[src/rtl/riscv_clint_timer_if.sv]
// Register-port bundle between the load/store unit (master) and the CLINT timer (slave).
// Signals:
//   req_valid/req_ready  request handshake; a request is accepted when both are high
//   req_write            1 = write, 0 = read
//   req_addr             byte offset of the register
//   req_wdata            write data
//   resp_valid/resp_ready response handshake; the response is consumed when both are high
//   resp_rdata           read data (0 for writes and errors)
//   resp_error           access to an unmapped offset
interface riscv_clint_timer_if;
  logic        req_valid;
  logic        req_ready;
  logic        req_write;
  logic [4:0]  req_addr;
  logic [31:0] req_wdata;
  logic        resp_valid;
  logic        resp_ready;
  logic [31:0] resp_rdata;
  logic        resp_error;

  modport master (
    output req_valid, req_write, req_addr, req_wdata, resp_ready,
    input  req_ready, resp_valid, resp_rdata, resp_error
  );

  modport slave (
    input  req_valid, req_write, req_addr, req_wdata, resp_ready,
    output req_ready, resp_valid, resp_rdata, resp_error
  );
endinterface

[src/rtl/riscv_clint_timer.sv]
// CLINT-style machine timer and software-interrupt source.
// Holds the 64-bit mtime counter, the 64-bit mtimecmp compare value and the MSIP bit,
// and exposes them over a single-outstanding valid/ready register port.
// Ports:
//   clk         clock
//   rst_n       asynchronous reset, asserted HIGH (legacy name kept for the codebase)
//   bus         register port (slave side of riscv_clint_timer_if)
//   timer_intr  registered mtime >= mtimecmp (unsigned 64-bit), feeds mip.MTIP
//   sw_intr     MSIP bit, feeds mip.MSIP
// Register map (byte offsets): 0x00 MSIP, 0x08 MTIMECMP_LO, 0x0C MTIMECMP_HI,
//   0x10 MTIME_LO, 0x14 MTIME_HI. Everything else answers with resp_error.
// PRESCALE: clk cycles per mtime tick, 1..65535 (0 is not a legal setting).
module riscv_clint_timer #(
  parameter int unsigned PRESCALE = 1
) (
  input  logic                  clk,
  input  logic                  rst_n,
  riscv_clint_timer_if.slave    bus,
  output logic                  timer_intr,
  output logic                  sw_intr
);

  localparam logic [15:0] PRESCALE_LAST = 16'(PRESCALE - 1);

  logic [63:0] mtime_r;
  logic [63:0] mtimecmp_r;
  logic        msip_r;
  logic [15:0] pre_cnt_r;
  logic [31:0] hi_shadow_r;
  logic        resp_valid_r;
  logic [31:0] resp_rdata_r;
  logic        resp_error_r;
  logic        timer_intr_r;

  logic        accept_s;
  logic        wr_s;
  logic        tick_s;
  logic        sel_msip_s;
  logic        sel_cmp_lo_s;
  logic        sel_cmp_hi_s;
  logic        sel_time_lo_s;
  logic        sel_time_hi_s;
  logic [31:0] rd_mux_s;
  logic [31:0] rdata_s;
  logic        error_s;

  // A new request may enter whenever the response slot is empty or is being drained.
  assign bus.req_ready = !resp_valid_r || bus.resp_ready;
  assign accept_s      = bus.req_valid && bus.req_ready;
  assign wr_s          = accept_s && bus.req_write;
  assign tick_s        = (pre_cnt_r == PRESCALE_LAST);

  assign bus.resp_valid = resp_valid_r;
  assign bus.resp_rdata = resp_rdata_r;
  assign bus.resp_error = resp_error_r;
  assign timer_intr     = timer_intr_r;
  assign sw_intr        = msip_r;

  // Address decode and read-data selection from pre-update register values.
  always_comb begin
    sel_msip_s    = 1'b0;
    sel_cmp_lo_s  = 1'b0;
    sel_cmp_hi_s  = 1'b0;
    sel_time_lo_s = 1'b0;
    sel_time_hi_s = 1'b0;
    rd_mux_s      = 32'h0000_0000;
    error_s       = 1'b0;
    case (bus.req_addr)
      5'h00: begin
        sel_msip_s = 1'b1;
        rd_mux_s   = {31'h0000_0000, msip_r};
      end
      5'h08: begin
        sel_cmp_lo_s = 1'b1;
        rd_mux_s     = mtimecmp_r[31:0];
      end
      5'h0C: begin
        sel_cmp_hi_s = 1'b1;
        rd_mux_s     = mtimecmp_r[63:32];
      end
      5'h10: begin
        sel_time_lo_s = 1'b1;
        rd_mux_s      = mtime_r[31:0];
      end
      5'h14: begin
        // HI returns the snapshot taken by the last LO read, so LO-then-HI is atomic.
        sel_time_hi_s = 1'b1;
        rd_mux_s      = hi_shadow_r;
      end
      default: begin
        error_s  = 1'b1;
        rd_mux_s = 32'h0000_0000;
      end
    endcase
    if (bus.req_write) begin
      rdata_s = 32'h0000_0000;
    end else begin
      rdata_s = rd_mux_s;
    end
  end

  // mtime counter with prescaler; a software write to either half wins over the tick
  // and restarts the prescale phase.
  always_ff @(posedge clk or posedge rst_n) begin
    if (rst_n) begin
      mtime_r   <= 64'h0000_0000_0000_0000;
      pre_cnt_r <= 16'h0000;
    end else if (wr_s && sel_time_lo_s) begin
      mtime_r[31:0] <= bus.req_wdata;
      pre_cnt_r     <= 16'h0000;
    end else if (wr_s && sel_time_hi_s) begin
      mtime_r[63:32] <= bus.req_wdata;
      pre_cnt_r      <= 16'h0000;
    end else if (tick_s) begin
      mtime_r   <= mtime_r + 64'd1;
      pre_cnt_r <= 16'h0000;
    end else begin
      pre_cnt_r <= pre_cnt_r + 16'd1;
    end
  end

  // Software-writable state: mtimecmp halves, MSIP and the MTIME_HI read shadow.
  always_ff @(posedge clk or posedge rst_n) begin
    if (rst_n) begin
      mtimecmp_r  <= 64'hFFFF_FFFF_FFFF_FFFF;
      msip_r      <= 1'b0;
      hi_shadow_r <= 32'h0000_0000;
    end else begin
      if (wr_s && sel_cmp_lo_s) begin
        mtimecmp_r[31:0] <= bus.req_wdata;
      end else if (wr_s && sel_cmp_hi_s) begin
        mtimecmp_r[63:32] <= bus.req_wdata;
      end else begin
        mtimecmp_r <= mtimecmp_r;
      end
      if (wr_s && sel_msip_s) begin
        msip_r <= bus.req_wdata[0];
      end else begin
        msip_r <= msip_r;
      end
      if (accept_s && !bus.req_write && sel_time_lo_s) begin
        hi_shadow_r <= mtime_r[63:32];
      end else begin
        hi_shadow_r <= hi_shadow_r;
      end
    end
  end

  // Response slot: loaded on accept, held until the consumer takes it.
  always_ff @(posedge clk or posedge rst_n) begin
    if (rst_n) begin
      resp_valid_r <= 1'b0;
      resp_rdata_r <= 32'h0000_0000;
      resp_error_r <= 1'b0;
    end else if (accept_s) begin
      resp_valid_r <= 1'b1;
      resp_rdata_r <= rdata_s;
      resp_error_r <= error_s;
    end else if (bus.resp_ready) begin
      resp_valid_r <= 1'b0;
      resp_rdata_r <= 32'h0000_0000;
      resp_error_r <= 1'b0;
    end else begin
      resp_valid_r <= resp_valid_r;
      resp_rdata_r <= resp_rdata_r;
      resp_error_r <= resp_error_r;
    end
  end

  // Timer interrupt compares the current (pre-update) values, so it lags by one cycle.
  always_ff @(posedge clk or posedge rst_n) begin
    if (rst_n) begin
      timer_intr_r <= 1'b0;
    end else begin
      timer_intr_r <= (mtime_r >= mtimecmp_r);
    end
  end

endmodule
[src/flat_wrapper.sv]
// flat-port wrapper written by rule: the top's interface ports become plain ports
module riscv_clint_timer_flat 
#(
  parameter int unsigned PRESCALE = 1
)
  (clk, rst_n, timer_intr, sw_intr, bus_req_valid, bus_req_write, bus_req_addr, bus_req_wdata, bus_resp_ready, bus_req_ready, bus_resp_valid, bus_resp_rdata, bus_resp_error);
  riscv_clint_timer_if bus_i ();
  input  logic clk;
  input  logic rst_n;
  output logic timer_intr;
  output logic sw_intr;
  input wire logic [$bits(bus_i.req_valid)-1:0] bus_req_valid;
  input wire logic [$bits(bus_i.req_write)-1:0] bus_req_write;
  input wire logic [$bits(bus_i.req_addr)-1:0] bus_req_addr;
  input wire logic [$bits(bus_i.req_wdata)-1:0] bus_req_wdata;
  input wire logic [$bits(bus_i.resp_ready)-1:0] bus_resp_ready;
  output wire logic [$bits(bus_i.req_ready)-1:0] bus_req_ready;
  output wire logic [$bits(bus_i.resp_valid)-1:0] bus_resp_valid;
  output wire logic [$bits(bus_i.resp_rdata)-1:0] bus_resp_rdata;
  output wire logic [$bits(bus_i.resp_error)-1:0] bus_resp_error;
  assign bus_i.req_valid = bus_req_valid;
  assign bus_i.req_write = bus_req_write;
  assign bus_i.req_addr = bus_req_addr;
  assign bus_i.req_wdata = bus_req_wdata;
  assign bus_i.resp_ready = bus_resp_ready;
  assign bus_req_ready = bus_i.req_ready;
  assign bus_resp_valid = bus_i.resp_valid;
  assign bus_resp_rdata = bus_i.resp_rdata;
  assign bus_resp_error = bus_i.resp_error;
  riscv_clint_timer #(.PRESCALE(PRESCALE)) u_core (.clk(clk), .rst_n(rst_n), .bus(bus_i), .timer_intr(timer_intr), .sw_intr(sw_intr));
endmodule
[config.mk]
export PLATFORM = sky130hd
export DESIGN_NAME = riscv_clint_timer_flat
export DESIGN_NICKNAME = d
export VERILOG_FILES = /design/src/rtl/riscv_clint_timer_if.sv /design/src/rtl/riscv_clint_timer.sv /design/src/flat_wrapper.sv
export SDC_FILE = /design/constraint.sdc
export NUM_CORES = 1
export LEC_CHECK = 0
export CAP_MARGIN = 20
export CORE_AREA = 3 3 187 116
export DETAILED_ROUTE_END_ITERATION = 8
export DIE_AREA = 0 0 190 119
export HOLD_SLACK_MARGIN = 0.05
export PLACE_DENSITY = 0.8
export SLEW_MARGIN = 20
export SYNTH_ARGS = -nofsm -noshare
export SYNTH_HDL_FRONTEND = slang
export SYNTH_SLANG_ARGS = --single-unit
[constraint.sdc]
create_clock -name clk -period 8.35 [get_ports clk]
set_clock_uncertainty 0.2 [all_clocks]
set_input_delay 0.835 -clock clk [delete_from_list [all_inputs] [get_ports clk]]
set_output_delay 0.835 -clock clk [all_outputs]
set_load 0.01 [all_outputs]
==> reports/results.ini <==
[timing]
fin_crit_ns = 3.97
fin_setup_tns_ns = 0
fin_worst_hold_slack_ns = 0.280
finalSetupViolCount = 0
finalCritPeriodShare_pct = 47.5
fmax_mhz = 252
setup_ws_ns = 4.38
hold_viol = 0
rsz0062_at_grt = no
slew_headroom_pct = 24.1
maxSlewViolCount = 0
worst_slew_pin_slew_ns = 1.13

[critical_path]
cp_data_arrival_time_ns = 4.13
worstPathRequired_ns = 8.51
end_kind = flop
worstSetupPathType = input port to flop
cp_max_fo = 71
rr_startpoint = u_core.pre_cnt_r[12]
start_kind = input port
cp-startpoint = bus_req_addr[1]

[floorplan]
die_x_um = 190
start_util_pct = 59.8
die-height_um = 119
coreArea_sq_mm = 0.0200
num_rows = 40
dieArea_sq_mm = 0.0226
ios = 79

[clock_tree]
cts_buffers = 20
cts_buffer_depth = 3
clkSlewWorstSetupHoldPaths_ns = 0.07
cts_root_buf = clkbuf_16
cts_resized = 0
clk-insertion-delay-late_ns = 0.51
cts_htree_levels = 1
cts_sinks = 212
cts_tree = yes
hold_buffers = 0
post_cts_buffers = 0

[final_layout]
final_cells = 1638
layout-drive-gt1-share_pct = 11.1
diodes = 0
finish.instance_area_sq_mm = 0.0136
area_delta_synth_final_pct = 14.2
fin_nets = 1461
final_core_util_pct = 68.3

[synth]
synth_top_area_share_pct = 31.0
yosysWarningCount = 0
synthCells = 1312
seq_area_frac_synth_pct = 45.1
synth_ff_type = dfrtp_1
synth_edf_count = 0
synth_commonest_cells = nand2_1, dfrtp_1, o21ai_0
ys_ff_latch = 212
async_reset_ff_share_pct = 100
syn_area_per_cell_sq_um = 9.10
synth.area.top_cells = dfrtp_1, dfstp_2, ha_1
synth_cell_type_count = 60
yosysMostFrequentCell = nand2_1
yosys.area.top_type = dfrtp_1
synth_area_sq_mm = 0.0119
synth_fp_nets = 1421

[route]
drt_pass1_iterations = 6
drt_wl_total_um = 34700
viasPerCell = 6.48
dr.first_iter.drc_count = 1405
drc_errors = 0
wl_per_cell_um = 21.2
drt.antenna.violating_nets = 0
route.vias.total = 10600

[place]
dp_hpwl_um = 23700
port_buffers = 78
placed_area_sq_mm = 0.0129
post-place-ws_ns = 3.21
finalWeightedCongestion = 0.951
dpl.cell_count = 1602

[power]
power_density_mw_per_mm2 = 203
total_power_mw = 2.77
leakage_nw = 6.02
peakVddDrop_mv = 0.152

[global_routing]
first_global_vias = 9967
antenna_found_initial = 1
grt_max_degree = 154
grt_overflow = 0
grt_use_total_pct = 30.5
grt_pass1_wl_um = 55100

[worst_hold_path]
min_path_type = flop to flop
worstHoldStart = u_core.bus.resp_rdata[25]

[flow_run]
maxCapViolCount = 0

[outcome]
outcome = finished, final reports clean

==> cell usage in the layout, fill, tap and decap left out, types with 8 or more instances in the layout <==
cell type	count
nand2_1	215
dfrtp_1	148
o21ai_0	138
clkdlybuf4s50_1	77
inv_1	72
ha_1	67
dfstp_2	64
nor2_1	52
a21oi_1	52
nand4_1	45
nand3_1	45
o21ai_1	41
a222oi_1	32
xnor2_1	26
mux2_2	24
clkbuf_16	21
nor3_1	20
and3_1	20
a2bb2oi_1	17
xor2_1	16
a21o_1	13
o22ai_1	12
nor4_1	11
mux2_1	11
buf_4	11
and4_1	9
and2_1	8
==> area by class of cell <==
class / instances / area, sq um
multi-input cells: 955 / 6060
inverters: 73 / 287
fillers: 1595 / 6330
repair buffers: 90 / 886
flip-flops and latches: 212 / 5390
clock inverters: 7 / 85.1
well taps: 273 / 342
clock buffers: 28 / 592
==> cells by family after synthesis <==
| group | count (synthesis) | synth area share, % |
|---|---|---|
| AOI/OAI and AO/OA | 349 | 17.9 |
| buffers and inverters | 145 | 4.66 |
| and+or+nand+nor | 460 | 18.7 |
| xor gates and xnor gates | 42 | 3.08 |
| muxes | 37 | 3.47 |
| DFF | 212 | 45.1 |
| adders and majority gates | 67 | 7.02 |
==> state kept, by name, indices dropped and copies added (netlist names) <==
register and flops:
u_core.hi_shadow_r 32, u_core.timer_intr 1, u_core.bus.resp_rdata 32, u_core.pre_cnt_r 16, u_core.bus.resp_valid 1, u_core.mtimecmp_r 64
u_core.sw_intr 1, u_core.mtime_r 64, u_core.bus.resp_error 1
==> path summary, 6_finish.rpt <==
path	to	slack, ns	cells past startpoint
setup / recovery	u_core.mtime_r[41]	4.38	8
hold reg to reg	u_core.bus.resp_rdata[25]	0.28	2
setup reg to reg	u_core.mtime_r[19]	5.07	6
hold / removal	u_core.bus.resp_rdata[25]	0.28	2
max in group asynchronous	u_core.hi_shadow_r[14]	5.90	3
min in group asynchronous	u_core.bus.resp_rdata[27]	0.68	2
==> power by group <==
group | switching [mW] | total [mW] | leakage [nW] | internal [mW]
Sequential | 0.159 | 1.35 | 2.65 | 1.19
Combinational | 0.271 | 0.470 | 3.04 | 0.199
Clock | 0.402 | 0.958 | 0.339 | 0.556
==> layer usage <==
| layer | GRT usage, % | wire, um |
|---|---|---|
| met1 | 47.2 | 15800 |
| met2 | 42.1 | 14100 |
| met3 | 8.03 | 4120 |
| met4 | 7.71 | 708 |
| met5 | 0 | 7 |
==> critical path, cell delays in order <==
cell	delay, ns
clkdlybuf4s50_1	0.50
nor3_1	0.33
and3_1	0.21
buf_4	0.47
nand2_4	0.54
a21oi_4	0.77
o21ai_0	0.25
o2bb2ai_1	0.19
(Power assumes the default switching activity.)
==> patch 1: new RTL, same flow settings <==
Reset style: synchronous (`rst_n`), changed in 4 clocked blocks. Comments in the files are not updated.
--- a/src/rtl/riscv_clint_timer.sv
+++ b/src/rtl/riscv_clint_timer.sv
@@ -101,7 +101,7 @@
 
   // mtime counter with prescaler; a software write to either half wins over the tick
   // and restarts the prescale phase.
-  always_ff @(posedge clk or posedge rst_n) begin
+  always_ff @(posedge clk) begin
     if (rst_n) begin
       mtime_r   <= 64'h0000_0000_0000_0000;
       pre_cnt_r <= 16'h0000;
@@ -120,7 +120,7 @@
   end
 
   // Software-writable state: mtimecmp halves, MSIP and the MTIME_HI read shadow.
-  always_ff @(posedge clk or posedge rst_n) begin
+  always_ff @(posedge clk) begin
     if (rst_n) begin
       mtimecmp_r  <= 64'hFFFF_FFFF_FFFF_FFFF;
       msip_r      <= 1'b0;
@@ -147,7 +147,7 @@
   end
 
   // Response slot: loaded on accept, held until the consumer takes it.
-  always_ff @(posedge clk or posedge rst_n) begin
+  always_ff @(posedge clk) begin
     if (rst_n) begin
       resp_valid_r <= 1'b0;
       resp_rdata_r <= 32'h0000_0000;
@@ -168,7 +168,7 @@
   end
 
   // Timer interrupt compares the current (pre-update) values, so it lags by one cycle.
-  always_ff @(posedge clk or posedge rst_n) begin
+  always_ff @(posedge clk) begin
     if (rst_n) begin
       timer_intr_r <= 1'b0;
     end else begin
Formal check against the unedited RTL: differs if rst_n is asserted again (counterexample within 4 cycles, from zero or initial values and one cycle with rst_n high); with rst_n held inactive, the same outputs for 4 cycles.
==> patch 1 against the original RTL <==
Register-to-register slack worse by 0.38 ns. Synthesized area down 3.0%. Critical path depth rose by 1. Sequential share of layout area is 7.5 points lower. Routed wire length increased by 5.6%. Global-route usage grew 1.3 points. Worst setup slack worse by 0.62 ns. Critical endpoint is now u_core.mtime_r[47]$_SDFFE_PP0P_. Cell area down 2.6%. Die area unchanged. Worst hold slack lost 0.025 ns. Sequential cell count did not move.
Power is not compared: it rests on default switching activity, and its combinational part moved more than twofold at a synthesized area within 25%.
==> patch 1: results (changes against the original RTL) <==
The flow ran to the end, and the final reports show no timing, DRC or antenna violations. The tools report the via count of the first global-routing pass as 10,393 (+4.3%). Actual slew at the worst max-slew pin: 1.272 ns (+0.1434 ns). The number of vias per cell is 6.490 (+0.21%), and the TritonCTS buffer count is 21 (+5.0%). The DRC violation total after the first TritonRoute iteration was 1,521 (+8.3%). The tools report the start point of the worst hold path as u_core.hi_shadow_r[3]$_SDFFE_PP0P_.

The endpoint identified for the worst register-to-register timing path is u_core.mtime_r[47]$_SDFFE_PP0P_. The tools report the end of the worst hold path as u_core.hi_shadow_r[3]$_SDFFE_PP0P_. Counting instances in the post-synthesis netlist gives the leading cell types as sky130_fd_sc_hd__dfxtp_1, sky130_fd_sc_hd__nand2_1, sky130_fd_sc_hd__nor2_1. The cell with the largest stage delay on the worst path is sky130_fd_sc_hd__a21oi_1. The pre-CTS setup slack came out at 3.498 ns (+0.2888 ns). The wire length of the first global-routing pass was 58,320 um (+5.9%).

The tools report the total global routing track utilization as 0.3179 (+0.01339). The proportion of synthesized chip area in sequential cells was 0.3665 (-0.08442); the final hold slack was 0.2551 ns (-0.02469 ns). The fraction of synthesis flops using an asynchronous set or reset pin was 0 (-1.000); the share of cells above drive strength 1 was 0.04862 (-0.06201). The global placement routability congestion is 0.9891 (+4.0%). Yosys attributes the largest share of cell area to sky130_fd_sc_hd__dfxtp_1, sky130_fd_sc_hd__ha_1, sky130_fd_sc_hd__nand2_1. Longest individual stage delay on the worst path: 1.10 ns (+0.33 ns). The total instance count after detailed placement is 1,715 (+7.1%), and the final routed wire length divided by cell count is 20.88 um (-1.4%). The startpoint identified for the worst register-to-register timing path is u_core.bus.resp_valid$_SDFFE_PP0P_.

The number of standard cells in the layout, taps in and fillers out was 1,754 (+7.1%). The largest net degree at the start of global routing is 70 (-55%), and the clock latency at the later pin of the worst-skew pair is 0.50 ns. The analysis attributes to cell leakage a power of 5.280 nW. The estimated wirelength of the detail-placed design was 24,890 um (+5.0%). The maximum fanout count along the critical path is 40 (-44%), and the number of distinct library cell variants in the gate-level netlist after synthesis is 61 (+1.7%). For the slack of the worst reg-to-reg path, the log shows 4.69 ns (-0.38 ns).
==> patch 1: cell count changes in the layout (fill, tap and decap cells not counted), sizes merged, moves of 32 or more <==
cell / change
mux2: -34
a222oi: -32
mux2i: +34
o211ai: +66
dfxtp: +212
a211oi: +33
nor2: +57
o21ai: -121
dfrtp: -148
a22oi: +67
dfstp: -64
==> patch 1: power breakdown <==
part	switching, W	internal [W]	total (W)	leakage [nW]
clock	0.000411	0.000588	0.000999	0.356
combinational	0.0000734	0.0000399	0.000113	3.21
sequential	0.00000789	0.00102	0.00102	1.71
total	0.000492	0.00165	0.00214	5.28
==> patch 1: worst max path at each step <==
stage               depth (start not counted)             from  slack (ns)                         endpoint
finish                                      9  bus_req_addr[2]        3.77  u_core.mtime_r[47]$_SDFFE_PP0P_
global route                                9  bus_req_addr[2]        3.63  u_core.mtime_r[41]$_SDFFE_PP0P_
CTS                                         9  bus_req_addr[2]        3.99  u_core.mtime_r[47]$_SDFFE_PP0P_
detailed placement                          9  bus_req_addr[2]        3.50  u_core.mtime_r[47]$_SDFFE_PP0P_
global placement                            9  bus_req_addr[2]        3.58  u_core.mtime_r[47]$_SDFFE_PP0P_
floorplan                                   9  bus_req_addr[2]        5.37  u_core.mtime_r[63]$_SDFFE_PP0P_
==> patch 1: worst register-to-register path, cell delays in order, from the launching register on <==
cell and delay, ns:
sky130_fd_sc_hd__dfxtp_1 0.33, sky130_fd_sc_hd__nand2b_1 0.20, sky130_fd_sc_hd__and3_1 0.50, sky130_fd_sc_hd__nand2_1 0.80, sky130_fd_sc_hd__a21oi_1 1.11, sky130_fd_sc_hd__a21boi_0 0.19, sky130_fd_sc_hd__o21a_1 0.23
==> patch 1: routing by layer <==
metal / GRT usage / vias to the layer above / wire (um)
li1: - / 5303 / -
met1: 0.4945 / 5422 / 17120
met2: 0.4360 / 584 / 14430
met3: 0.07296 / 73 / 4161
met4: 0.07983 / 2 / 909
met5: 0 / - / 13
==> patch 1: cell families after synthesis <==
family          synth area share
compound gates            0.2229
xor+xnor                 0.02950
fa+ha+maj                0.07240
buf+inv                  0.05770
flops                     0.3665
mux                      0.03209
simple gates              0.2188
==> patch 1: area by class of cell <==
type	instances	area, um2
multi-input cells	1053	6716
well taps	273	341.6
inverters	82	307.8
fillers	1686	6688
repair buffers	98	963.4
clock buffers	27	588.1
flip-flops and latches	212	4244
clock inverters	9	120.1
==> patch 1: per-stage QoR <==
stage                     instance area, um2  utilization
after global placement                 12510       0.6263
after detailed placement               12510       0.6263
after floorplan                        11580            -
after global routing                   13280       0.6651
final                                  13280       0.6651
after CTS                              13210       0.6617
==> patch 2: new RTL, config.mk and constraints unchanged <==
Made on the original files. The output `timer_intr` loses its register stage (`timer_intr_r` becomes a continuous assignment).
--- a/src/rtl/riscv_clint_timer.sv
+++ b/src/rtl/riscv_clint_timer.sv
@@ -168,12 +168,6 @@
   end
 
   // Timer interrupt compares the current (pre-update) values, so it lags by one cycle.
-  always_ff @(posedge clk or posedge rst_n) begin
-    if (rst_n) begin
-      timer_intr_r <= 1'b0;
-    end else begin
-      timer_intr_r <= (mtime_r >= mtimecmp_r);
-    end
-  end
+  assign timer_intr_r = (mtime_r >= mtimecmp_r);
 
 endmodule
Behaviour: not the same (a bounded check fails within 4 cycles, from zero or initial values and one cycle with rst_n high).
==> patch 2 against the original RTL <==
Via count about the same. Core utilization is 0.14 points lower. Worst setup slack got worse by 0.95 ns. Total power is 0.96% lower. Synthesized area down 0.21%. Routed wire length is 2.0% higher. Register-to-register slack got worse by 0.04 ns. Sequential cell count decreased by 1. Sequential share of layout area fell by 0.10 points. Cell area down 0.21%. Maximum frequency is 19% lower. Clock power fell by 3.2%. Largest cell class unchanged.
==> patch 2: results (changes against the original RTL) <==
The flow ran to the end, and the final reports show no timing, DRC or antenna violations. For the wire length of the first global-routing pass, the log shows 56,260 um (+2.2%). The number of vias per cell works out to 6.466 (-0.17%). The run gives 0.2788 ns (-0.0009960 ns) as the final hold slack.

The DRC violation total after the first TritonRoute iteration is 1,483 (+5.6%), and the internal power component is 0.001912 W (-1.6%). The number of standard cells in the layout, taps in and fillers out was 1,642 (+0.24%). Ranked by instance count, the synthesized netlist is headed by sky130_fd_sc_hd__nand2_1, sky130_fd_sc_hd__dfrtp_1, sky130_fd_sc_hd__o21ai_0. The tools report the capturing element of the worst setup path as timer_intr. The reported leakage power came out at 5.997 nW (-0.39%).

The proportion of synthesized chip area in sequential cells was 0.4498 (-0.001153); the synthesized netlist cell count was 1,311 (-0.076%). The fraction of power consumed by the clock network is 0.337 (-0.008). The endpoint identified for the worst register-to-register timing path is u_core.mtime_r[63]$_DFFE_PP0P_.

The largest net degree at the start of global routing is 99 (-36%). Ranked by total cell area, the synthesized netlist is headed by sky130_fd_sc_hd__dfrtp_1, sky130_fd_sc_hd__dfstp_2, sky130_fd_sc_hd__ha_1. The number of nets at the end of the flow is 1,465 (+0.27%), and the maximum fanout count along the critical path is 7 (-90%). The share of cells above drive strength 1 came out at 0.1125 (+0.001868). The TritonCTS buffer count came out at 21 (+5.0%). The logs give 24,270 um (+2.4%) for the estimated wirelength of the detail-placed design and 0.3116 (+0.007074) for the total global routing track utilization. The end of the worst hold path was u_core.bus.resp_error$_DFFE_PP0P_. In this run the critical register-to-register path is launched from u_core.mtime_r[24]$_DFFE_PP0P_.

The power density over the cells is 201.9 nW/um2 (-0.75%), and the global placement routability congestion is 0.9270 (-2.5%). Pre-CTS setup slack: 4.164 ns (+0.9555 ns). Fill cell total of the finished layout: 1,560 (-2.2%). Via count of the first global-routing pass: 10,059 (+0.92%). The run gives 0.1557 mV (+2.6%) as the maximum ir drop on the vdd rail. The slack of the worst reg-to-reg path is 5.03 ns (-0.04 ns).

The critical path starts at u_core.mtime_r[0]$_DFFE_PP0P_. The run gives 3.89 ns (-0.24 ns) as the worst path arrival time.
-- patch 2: changes by cell type after synthesis, sizes merged --
cell and delta:
dfrtp -1
-- patch 2: cells by family after synthesis --
kind of cell / count (synthesis) / share of synthesized area
xor+xnor: 42 / 0.03087
compound gates: 349 / 0.1799
flops: 211 / 0.4498
mux: 37 / 0.03475
simple gates: 460 / 0.1876
fa+ha+maj: 67 / 0.07035
buf+inv: 145 / 0.04672
-- patch 2: per-layer routing --
layer  global-route usage  up-vias  routed length, um
met4              0.06184        0                635
met2               0.4232      641              14020
met1               0.4998     5078              16210
met3              0.07708       77               4527
met5                    0        -                  0
li1                     -     4821                  -
-- patch 2: cell type report --
| class | instances | area [um2] | share of cell area |
|---|---|---|---|
| Inverter | 73 | 281.5 | 0.02068 |
| Timing Repair Buffer | 94 | 919.6 | 0.06757 |
| Tap cell | 273 | 341.6 | 0.02510 |
| Sequential cell | 211 | 5360 | 0.3938 |
| Multi-Input combinational cell | 955 | 6051 | 0.4446 |
| Clock inverter | 6 | 57.56 | 0.004229 |
| Clock buffer | 30 | 599.3 | 0.04403 |
-- patch 2: critical path, cell delays in order (launching register included) --
cell and delay, ns:
sky130_fd_sc_hd__dfrtp_1 0.51, sky130_fd_sc_hd__inv_1 0.08, sky130_fd_sc_hd__ha_1 0.27, sky130_fd_sc_hd__nand2b_1 0.14, sky130_fd_sc_hd__a2111oi_0 0.74, sky130_fd_sc_hd__or4_1 0.25, sky130_fd_sc_hd__a31oi_1 0.09, sky130_fd_sc_hd__nor3b_1 0.56
sky130_fd_sc_hd__o21ai_1 0.22, sky130_fd_sc_hd__clkdlybuf4s50_1 0.52
